$ cat config.mk
export PLATFORM = sky130hd
export DESIGN_NAME = btn_debounce_pulse
export DESIGN_NICKNAME = d
export VERILOG_FILES = /design/src/rtl/lab6_pkg.sv /design/src/rtl/sync_2ff.sv /design/src/rtl/btn_debounce_pulse.sv
export SDC_FILE = /design/constraint.sdc
export NUM_CORES = 1
export LEC_CHECK = 0
export CAP_MARGIN = 25
export CORE_ASPECT_RATIO = 0.8
export CORE_MARGIN = 2
export CORE_UTILIZATION = 62
export CTS_CLUSTER_SIZE = 30
export DETAILED_ROUTE_END_ITERATION = 8
export PLACE_DENSITY = 0.82
export SETUP_SLACK_MARGIN = 0.05
export SLEW_MARGIN = 20
export SYNTH_ARGS = -nofsm -noshare
export SYNTH_HDL_FRONTEND = slang
export SYNTH_SLANG_ARGS = --single-unit
$ cat constraint.sdc
create_clock -name clk -period 4.1 [get_ports clk]
set_clock_uncertainty 0.1 [all_clocks]
set_input_delay 0.82 -clock clk [delete_from_list [all_inputs] [get_ports clk]]
set_output_delay 0.82 -clock clk [all_outputs]
set_load 0.05 [all_outputs]
$ cat src/rtl/lab6_pkg.sv
// Shared types and default timing constants for the lab 6 input-conditioning stage.
//   CLK_HZ           system clock frequency
//   DB_MS            debounce window in milliseconds
//   DB_CYCLES_DEF    default debounce window in clk cycles (5 ms)
//   LONG_CYCLES_DEF  default long-press hold time in clk cycles (1 s)
//   db_state_t       debounce FSM state encoding
package lab6_pkg;

  localparam int unsigned CLK_HZ          = 100_000_000;
  localparam int unsigned DB_MS           = 5;
  localparam int unsigned DB_CYCLES_DEF   = (CLK_HZ / 1000) * DB_MS;
  localparam int unsigned LONG_CYCLES_DEF = CLK_HZ;

  typedef enum logic [1:0] {
    IDLE       = 2'd0,
    PRESS_WAIT = 2'd1,
    HELD       = 2'd2,
    REL_WAIT   = 2'd3
  } db_state_t;

endpackage

$ cat src/rtl/sync_2ff.sv
// Multi-flop synchroniser for a single asynchronous bit.
//   clk   in   system clock
//   rstn  in   asynchronous active-low reset, chain clears to 0
//   d     in   asynchronous input
//   q     out  synchronised output (last flop of the chain)
module sync_2ff #(
  parameter int unsigned SYNC_STAGES = 2
) (
  input  logic clk,
  input  logic rstn,
  input  logic d,
  output logic q
);

  logic [SYNC_STAGES-1:0] chain;

  // Shift chain; bit 0 is the metastability-exposed flop.
  always_ff @(posedge clk or negedge rstn) begin
    if (!rstn) begin
      chain <= '0;
    end else begin
      chain <= {chain[SYNC_STAGES-2:0], d};
    end
  end

  assign q = chain[SYNC_STAGES-1];

endmodule

$ cat src/rtl/btn_debounce_pulse.sv
// Pushbutton conditioning: synchronise, debounce, and emit a clean level plus
// single-cycle press/release pulses. Optional long-press detection is built
// only when BTN_LONG_PRESS_EN is defined; otherwise long_press is tied to 0.
//   clk            in   system clock, rising edge
//   rstn           in   asynchronous active-low reset
//   btn_raw        in   asynchronous, bouncy button input
//   btn_level      out  debounced level, registered
//   press_pulse    out  one-cycle pulse on accepted 0->1
//   release_pulse  out  one-cycle pulse on accepted 1->0
//   long_press     out  one-cycle pulse after LONG_CYCLES held
module btn_debounce_pulse
  import lab6_pkg::*;
#(
  parameter int unsigned SYNC_STAGES = 2,
  parameter int unsigned DB_CYCLES   = DB_CYCLES_DEF,
  parameter int unsigned LONG_CYCLES = LONG_CYCLES_DEF
) (
  input  logic clk,
  input  logic rstn,
  input  logic btn_raw,
  output logic btn_level,
  output logic press_pulse,
  output logic release_pulse,
  output logic long_press
);

  localparam int unsigned    CNT_W    = $clog2(DB_CYCLES + 1);
  localparam logic [CNT_W-1:0] CNT_LAST = CNT_W'(DB_CYCLES - 1);

  // Elaboration-time parameter sanity checks.
  if (SYNC_STAGES < 2) begin : g_chk_sync
    $error("SYNC_STAGES must be >= 2");
  end
  if (DB_CYCLES < 1) begin : g_chk_db
    $error("DB_CYCLES must be >= 1");
  end
  if (LONG_CYCLES < 1) begin : g_chk_long
    $error("LONG_CYCLES must be >= 1");
  end

  logic             btn_s;
  db_state_t        state, state_d;
  logic [CNT_W-1:0] cnt, cnt_d;
  logic             level_d, press_d, release_d;

  sync_2ff #(
    .SYNC_STAGES(SYNC_STAGES)
  ) u_sync (
    .clk (clk),
    .rstn(rstn),
    .d   (btn_raw),
    .q   (btn_s)
  );

  // State, debounce counter and registered outputs.
  always_ff @(posedge clk or negedge rstn) begin
    if (!rstn) begin
      state         <= IDLE;
      cnt           <= '0;
      btn_level     <= 1'b0;
      press_pulse   <= 1'b0;
      release_pulse <= 1'b0;
    end else begin
      state         <= state_d;
      cnt           <= cnt_d;
      btn_level     <= level_d;
      press_pulse   <= press_d;
      release_pulse <= release_d;
    end
  end

  // Next state; the counter clears on every transition so it never wraps.
  always_comb begin
    state_d = state;
    cnt_d   = cnt;
    unique case (state)
      IDLE: begin
        if (btn_s) begin
          state_d = PRESS_WAIT;
          cnt_d   = '0;
        end
      end
      PRESS_WAIT: begin
        if (!btn_s) begin
          state_d = IDLE;
          cnt_d   = '0;
        end else if (cnt == CNT_LAST) begin
          state_d = HELD;
          cnt_d   = '0;
        end else begin
          cnt_d = cnt + CNT_W'(1);
        end
      end
      HELD: begin
        if (!btn_s) begin
          state_d = REL_WAIT;
          cnt_d   = '0;
        end
      end
      REL_WAIT: begin
        if (btn_s) begin
          state_d = HELD;
          cnt_d   = '0;
        end else if (cnt == CNT_LAST) begin
          state_d = IDLE;
          cnt_d   = '0;
        end else begin
          cnt_d = cnt + CNT_W'(1);
        end
      end
      default: begin
        state_d = IDLE;
        cnt_d   = '0;
      end
    endcase
  end

  // Output decode from the upcoming state so outputs track the state register.
  always_comb begin
    level_d   = 1'b0;
    press_d   = 1'b0;
    release_d = 1'b0;
    level_d   = (state_d == HELD) || (state_d == REL_WAIT);
    press_d   = (state == PRESS_WAIT) && (state_d == HELD);
    release_d = (state == REL_WAIT) && (state_d == IDLE);
  end

`ifdef BTN_LONG_PRESS_EN
  localparam int unsigned       HOLD_W    = $clog2(LONG_CYCLES + 1);
  localparam logic [HOLD_W-1:0] HOLD_LAST = HOLD_W'(LONG_CYCLES - 1);
  localparam logic [HOLD_W-1:0] HOLD_MAX  = HOLD_W'(LONG_CYCLES);

  logic [HOLD_W-1:0] hold_cnt, hold_cnt_d;
  logic              long_d;

  // Hold counter: cleared on accepted press, saturates at LONG_CYCLES so the
  // pulse fires once; bounces inside the release window do not clear it.
  always_comb begin
    hold_cnt_d = hold_cnt;
    long_d     = 1'b0;
    if ((state == PRESS_WAIT) && (state_d == HELD)) begin
      hold_cnt_d = '0;
    end else if (((state == HELD) || (state == REL_WAIT)) && (hold_cnt != HOLD_MAX)) begin
      hold_cnt_d = hold_cnt + HOLD_W'(1);
      long_d     = (hold_cnt == HOLD_LAST) && (state_d != IDLE);
    end
  end

  always_ff @(posedge clk or negedge rstn) begin
    if (!rstn) begin
      hold_cnt   <= '0;
      long_press <= 1'b0;
    end else begin
      hold_cnt   <= hold_cnt_d;
      long_press <= long_d;
    end
  end
`else
  assign long_press = 1'b0;
`endif

endmodule

* Yosys cells after proc, flatten, opt, wreduce, memory -nomap -nowiden
Cells that the tools add are included.
** Storage, ports and cells
- Logic and storage cells :: 34
- Register bits :: 26
** Cells by class
- Add/sub/neg operators :: 1
- Equal/unequal tests :: 8
- Reduce and logical (&&, ||, !) cells :: 6
- Muxes and demuxes :: 13
** Operators with widths (count)
- two-way mux 19 bit :: 5
- one-hot mux 19 bit (4 select lines) :: 1
- adder 19 x 1 -> 19 bit, second input constant :: 1
- == test 19 bit, second input constant :: 1
- two-way mux 2 bit :: 6
- == test 2 bit, second input constant :: 4
- one-hot mux 2 bit (4 select lines) :: 1
- logical NOT 2 bit :: 2
- == test 2 x 1 -> 1 bit, second input constant :: 1
- logical AND 1 bit :: 2
- inequality test 2 x 1 -> 1 bit, second input constant :: 1
- inequality test 2 bit, second input constant :: 1
- AND reduction 2 bit :: 1
- logical OR 1 bit :: 1

* Logic depth before layout (Yosys ltp)
Gate-level depths: netlist of run 1.
- Depth in word-level cells :: 6
- Depth in mapped cells :: 7
- Depth with buffers taken out :: 6

* Modules after synthesis
A second synthesis of run 1 with hierarchy kept.
** Second synthesis, totals
- Cell total of the unflattened synthesis :: 141
- Area total of the unflattened synthesis :: 1353.8 um^2
** By module, submodules not included
- btn_debounce_pulse :: area each 1303.8 um^2, times used 1, cells an instance 139
- sync_2ff :: area each 50.0 um^2, times used 1, cells an instance 2

* Worst setup path before layout of run 1
OpenSTA, ideal clock, no wires.
- Kind :: flip-flop to flip-flop
- Start :: register cnt[6]
- End :: register cnt[8]
- Stages on the path, launching flop included :: 7
- Setup slack :: 2208 ps
- Setup time :: 120 ps
- Clock period less this slack :: 1892 ps
- Data arrival time :: 1672 ps
- Cell sequence :: dfrtp_1 > or4_4 > nor3_2 > a21oi_2 > buf_6 > a31oi_1 > nand2_1
** On the way
- Word-level cells in the longest chain between the ends :: 4
** Ends and longest elaborated chain
- start, declared :: line btn_debounce_pulse.sv:43 : logic [CNT_W-1:0] cnt, cnt_d;
- start signal, assigned :: line btn_debounce_pulse.sv:65 : cnt <= cnt_d;
- adder 19 x 1 -> 19 bit or == test 19 bit (tied branches)
- two-way mux 19 bit (*) :: line btn_debounce_pulse.sv:87, btn_debounce_pulse.sv:104
- two-way mux 19 bit, on equally long branches :: line btn_debounce_pulse.sv:101, btn_debounce_pulse.sv:84
- one-hot mux 19 bit (4 select lines) (*) :: line btn_debounce_pulse.sv:76 : unique case (state)
Mark *: on every way between the ends. The rest lies on a longest branch, timed or not.
A chain may end at the register's enable or synchronous reset.

* Worst setup path after layout of run 1
- Start :: register btn_level
- End :: output btn_level
** RTL lines
- start, declared :: line btn_debounce_pulse.sv:21 : output logic btn_level,
- start signal, assigned :: line btn_debounce_pulse.sv:66 : btn_level <= level_d;
No word-level cell between the ends.

==> flow_metrics.tcl, run 1 <==
set metrics [dict create \
    status "finished clean" \
    hold_buffers 0 \
    dpl.hpwl_mm 1.91 \
    tritoncts "yes" \
    yosys_register_bits 26 \
    crit_family "buffers and inverters" \
    cts_buffer_depth 2 \
    dpl_cell_area_um2 1420 \
    grt.total_usage_pct 22.6 \
    start_util_pct 63.9 \
    grt-ovfl-total 0 \
    timing.final.ws_setup_ns 1.70 \
    grt_pass1_wl_mm 4.42 \
    tns_ns 0 \
    netlist_area_um2 1340 \
    worstSkewPairLatency_ns 0.33 \
    ant_nets 0 \
    maxSlewHeadroom_pct 43.8 \
    via_per_inst 6.20 \
    postSynth.asyncResetShare_pct 100 \
    cp-end-kind "output port" \
    dr.pass1.iters 4 \
    p_comb_share_pct 6.4 \
    start_kind "flop" \
    portBuffers 5 \
    p_clk_share_pct 31.3 \
    core_area_um2 2100 \
    reg2reg_from "state[1]" \
    postCtsSetupBuffers 0 \
    htree_levels 1 \
    yosysWarnings 0 \
    peakVddDrop_mv 0.265 \
    gp_congestion 0.769 \
    fin_crit_sh_pct 58.4 \
    fin_crit_ns 2.40 \
    synth_nets 146 \
    crit_buf_inv 1 \
    root_buffer "clkbuf_4" \
    design_area_um2 1460 \
    max-cap-violations 0 \
    die_h_um 45.6 \
    postRouteWirelength_mm 2.66 \
    critPathMaxFanout 1 \
    final_cell_mix "dfrtp_1 (26), nand2_1 (21), nand3_1 (14), a21oi_1 (9), o21ai_0 (8)" \
    rows 15 \
    drc 0 \
    synth_edf_count 0 \
    whs_ns 0.261 \
    crit_start "btn_level" \
    ys_seq_area_share_pct 48.4 \
    p_int_w 0.000322 \
    slowest_delay_ns 0.79 \
    final_nets 154 \
    layout-drive-gt1-share_pct 9.40 \
    sw_frac_of_total_pct 23.6 \
    clock_sinks 26 \
    path_clk_slew_ns 0.14 \
    syn_inst 142 \
    worstMarginPinSlew_ns 0.843 \
    final-setup-viol-count 0 \
    grt_max_degree 20 \
    max_freq_mhz 418 \
    ff2ff_setup_slack_ns 1.91 \
    dp_slack_ns 1.97 \
    path_class "reg -> out" \
    die_w_um 56.1 \
    synth_ff_type "dfrtp_1" \
    pwr-share-seq_pct 62.3 \
    rsz0062_at_grt "false" \
    p_leak_nw 0.577 \
    arrival_ns 1.48 \
    synth_cell_types 40 \
    antenna_found_initial 0 \
    syn_area_per_cell_um2 9.46 \
    vias 1079 \
    num_antenna_cells 0 \
    die_area_um2 2560 \
    syn_to_final_growth_pct 8.38 \
    cts_made_buffers 3 \
    hold_start "u_sync.chain[0]" \
    cp.required_ns 3.18 \
    crit_slowest_cell "clkdlybuf4s50_1" \
    boundaryPins 7 \
    p_switching_w 0.0000995 \
    worstPathCellList "clkdlybuf4s50_1" \
    powerDensity_nw_per_um2 290 \
    hold_viol_final 0 \
    drv_slew 0 \
    hold_class "reg -> reg" \
    postCtsResizedCells 0 \
    grt_pass1_vias 1005 \
    wl_per_cell_um 15.3 \
    drtIter0Drc 41 \
    layout_commonest_cell "dfrtp_1" \
]
## metrics by stage
| step | instances | utilization, % | power [W] |
|---|---|---|---|
| floorplan | 142 | - | 0.000284 |
| global placement | 168 | 66.5 | 0.000292 |
| detailed placement | 170 | 67.6 | 0.000295 |
| CTS | 174 | 69.3 | 0.000422 |
| global route | 174 | 69.3 | 0.000436 |
| finish | 174 | 69.3 | 0.000422 |
## routing by layer
layer / track usage, % / wire length (um)
met3: 6.25 / 158
met5: 0 / 0
met2: 37.2 / 1250
met1: 29.9 / 1240
met4: 6.67 / 16
## layout make-up
cell class,count,area (um^2)
well taps,25,31.3
inverters,6,22.5
clock buffers,4,36.3
repair buffers,7,72.6
flip-flops and latches,26,651
fillers,187,646
multi-input cells,106,643
## sequential cells by signal, summed over array words and instances (netlist names)
| register | flops |
|---|---|
| btn_level | 1 |
| cnt | 19 |
| press_pulse | 1 |
| release_pulse | 1 |
| state | 2 |
| u_sync.chain | 2 |
## power by group through the flow
stage               Clock (W)  Combinational [W]  Sequential (W)
finish               0.000132          0.0000272        0.000263
global route         0.000142          0.0000304        0.000263
detailed placement          0          0.0000273        0.000268
global placement            0          0.0000244        0.000267
floorplan                   0          0.0000168        0.000267
CTS                  0.000131          0.0000275        0.000263
## cells by family (layout without fill, tap and decap cells)
group | after synthesis | after routing | synth area share [%]
compound gates | 28 | 28 | 12.6
xor+xnor | 2 | 2 | 1.30
fa+ha+maj | 1 | 1 | 0.931
flops | 26 | 26 | 48.4
other cells | 1 | 1 | 0.279
mux | 4 | 4 | 3.17
buf+inv | 10 | 17 | 3.72
simple gates | 70 | 70 | 29.6
## cells in the mapped netlist, types with 2 or more instances
master    n  area (um^2)
a21oi_1   9         45.0
a31oi_1   3         18.8
and2_1    2         12.5
and4_1    2         17.5
dfrtp_1  26          651
inv_1     6         22.5
mux2_2    2         22.5
mux2i_1   2         20.0
nand2_1  21         78.8
nand3_1  14         70.1
nand4_1   6         37.5
nor2_1    4         15.0
nor3_1    3         15.0
nor3b_1   2         15.0
o21ai_0   8         40.0
or3_1     6         37.5
or4bb_1   2         22.5
xor2_1    2         17.5
## worst reg2reg max path: stages (launching register included)
cell	delay [ns]
dfrtp_1	0.44
xor2_1	0.29
nand2_1	0.24
a21oi_2	0.68
a41oi_1	0.22
a21oi_1	0.16
## path summary, 6_finish.rpt
check	end	cells past startpoint
worst max-delay path	btn_level	1
worst min register to register	u_sync.chain[1]	0
worst max register to register	cnt[16]	5
worst min-delay path	u_sync.chain[1]	0
min in group asynchronous	cnt[5]	1
max in group asynchronous	cnt[13]	2
Power figures use the tool's default switching activity.
==> run 2: changes to the inputs <==
--- a/config.mk
+++ b/config.mk
@@ -8,10 +8,10 @@
 export CAP_MARGIN = 25
 export CORE_ASPECT_RATIO = 0.8
 export CORE_MARGIN = 2
-export CORE_UTILIZATION = 62
+export CORE_UTILIZATION = 58
 export CTS_CLUSTER_SIZE = 30
 export DETAILED_ROUTE_END_ITERATION = 8
-export PLACE_DENSITY = 0.82
+export PLACE_DENSITY = 0.77
 export SETUP_SLACK_MARGIN = 0.05
 export SLEW_MARGIN = 20
 export SYNTH_ARGS = -nofsm -noshare
==> constraint.sdc (replaced) <==
create_clock -name clk -period 2.37 [get_ports clk]
set_clock_uncertainty 0.1 [all_clocks]
set_input_delay 0.474 -clock clk [delete_from_list [all_inputs] [get_ports clk]]
set_output_delay 0.474 -clock clk [all_outputs]
set_load 0.05 [all_outputs]
==> flow_metrics.tcl, run 2 (synthesized netlist as in run 1, its figures left out) <==
set metrics [dict create \
    tritoncts "yes" \
    core_area_um2 2180 \
    grt_pass1_wl_mm 4.49 \
    cts_made_buffers 3 \
    wl_met3_um 126 \
    start_kind "flop" \
    via_per_inst 6.22 \
    drc 0 \
    grt.total_usage_pct 21.8 \
    arrival_ns 2.22 \
    rsz0062_at_grt "false" \
    worstSkewPairLatency_ns 0.33 \
    portBuffers 5 \
    drtIter0Drc 52 \
    postRouteWirelength_mm 2.55 \
    wl_met1_mm 1.23 \
    reg_top3 "cnt x19, state x2, u_sync.chain x2" \
    layout-drive-gt1-share_pct 10.6 \
    tns_ns 0 \
    powerDensity_nw_per_um2 546 \
    postCtsResizedCells 0 \
    grt_max_degree 27 \
    cts_buffer_depth 2 \
    critPathMaxFanout 11 \
    ant_nets 0 \
    status "finished clean" \
    met2_length_mm 1.18 \
    hold_buffers 0 \
    postCtsSetupBuffers 0 \
    drv_slew 0 \
    final_nets 156 \
    max_freq_mhz 476 \
    grt_pass1_vias 958 \
    die_w_um 57.8 \
    cp.required_ns 2.49 \
    die_h_um 47.1 \
    fin_crit_sh_pct 88.6 \
    hold_viol_final 0 \
    rows 15 \
    gp_congestion 0.807 \
    start_util_pct 61.7 \
    largest_reg_flops 19 \
    hold_class "reg -> reg" \
    clock_sinks 26 \
    top_layer "met4" \
    dr.pass1.iters 4 \
    final-setup-viol-count 0 \
    final_cell_mix "dfrtp_1 (26), nand2_1 (21), nand3_1 (14), a21oi_1 (9), o21ai_0 (8)" \
    cp-end-kind "flop" \
    layout_commonest_cell "dfrtp_1" \
    p_leak_nw 0.592 \
    num_antenna_cells 0 \
    path_class "reg -> reg" \
    syn_to_final_growth_pct 10.1 \
    root_buffer "clkbuf_4" \
    die_area_um2 2720 \
    htree_levels 1 \
    vias 1095 \
    top_register "cnt" \
    total_power_w 0.000809 \
    antenna_found_initial 0 \
    max-cap-violations 0 \
    path_clk_slew_ns 0.15 \
    dpl.hpwl_mm 1.80 \
    wl_per_cell_um 14.5 \
    fin_crit_ns 2.10 \
    peakVddDrop_mv 0.461 \
    boundaryPins 7 \
    grt-ovfl-total 0 \
]
==> run 2: changes by cell type in the layout (fill, tap and decap cells not counted) <==
cell,change
buf_4,+4
buf_6,-2
bufinv_16,+1
clkbuf_8,-1
==> run 2: routing by layer <==
layer  vias up  GRT usage, %
met5         -             0
met4         0          3.26
met3         2          4.96
met2        33          36.4
met1       521          30.2
li1        539             -
==> run 2: worst max-delay path, stage by stage (launching register included) <==
cell and delay [ns]:
dfrtp_1 0.48, or4_4 0.58, nor3_2 0.24, a21o_1 0.34, o22a_1 0.19, o21ai_0 0.06
==> run 2: final timing paths <==
kind                                      start         endpoint  slack (ns)  depth (start not counted)
worst max-delay path                     cnt[6]           cnt[9]        0.27                          5
worst min-delay path            u_sync.chain[0]  u_sync.chain[1]        0.27                          0
worst max register to register           cnt[6]           cnt[9]        0.27                          5
worst min register to register  u_sync.chain[0]  u_sync.chain[1]        0.27                          0
max in group asynchronous                  rstn           cnt[9]        1.53                          2
min in group asynchronous                  rstn           cnt[1]        0.38                          2
==> run 2: cell type report <==
| class | instances | area (um^2) |
|---|---|---|
| fill | 178 | 697 |
| sequential | 26 | 651 |
| clock inverter | 1 | 30.0 |
| multi-input combinational | 106 | 643 |
| clock buffer | 3 | 22.5 |
| inverter | 6 | 22.5 |
| timing repair buffer | 9 | 80.1 |
| tap | 25 | 31.3 |
==> run 2: per-stage QoR <==
stage	hold slack, ns	std cells	instance area (um^2)	utilization, %	setup WS [ns]
detailed placement	0.237	172	1430	65.6	0.325
floorplan	0.0784	142	1340	-	0.478
global route	0.282	176	1480	68.0	0.174
CTS	0.268	176	1480	68.0	0.303
global placement	0.234	172	1430	65.6	0.386
finish	0.266	176	1480	68.0	0.270
==> run 2: report_power, final <==
group / switching [W] / internal, W
Combinational: 0.0000314 / 0.0000155
Sequential: 0.00000577 / 0.000449
Clock: 0.000136 / 0.000171
Total: 0.000173 / 0.000636
==> run 3: changes to the inputs <==
--- a/config.mk
+++ b/config.mk
@@ -11,9 +11,11 @@
 export CORE_UTILIZATION = 58
 export CTS_CLUSTER_SIZE = 30
 export DETAILED_ROUTE_END_ITERATION = 8
+export HOLD_SLACK_MARGIN = 0.15
 export PLACE_DENSITY = 0.77
 export SETUP_SLACK_MARGIN = 0.05
 export SLEW_MARGIN = 20
 export SYNTH_ARGS = -nofsm -noshare
 export SYNTH_HDL_FRONTEND = slang
 export SYNTH_SLANG_ARGS = --single-unit
+export TNS_END_PERCENT = 30
==> results of run 3 <==
No change in the layout: final DEF, timing and power equal those of run 2.
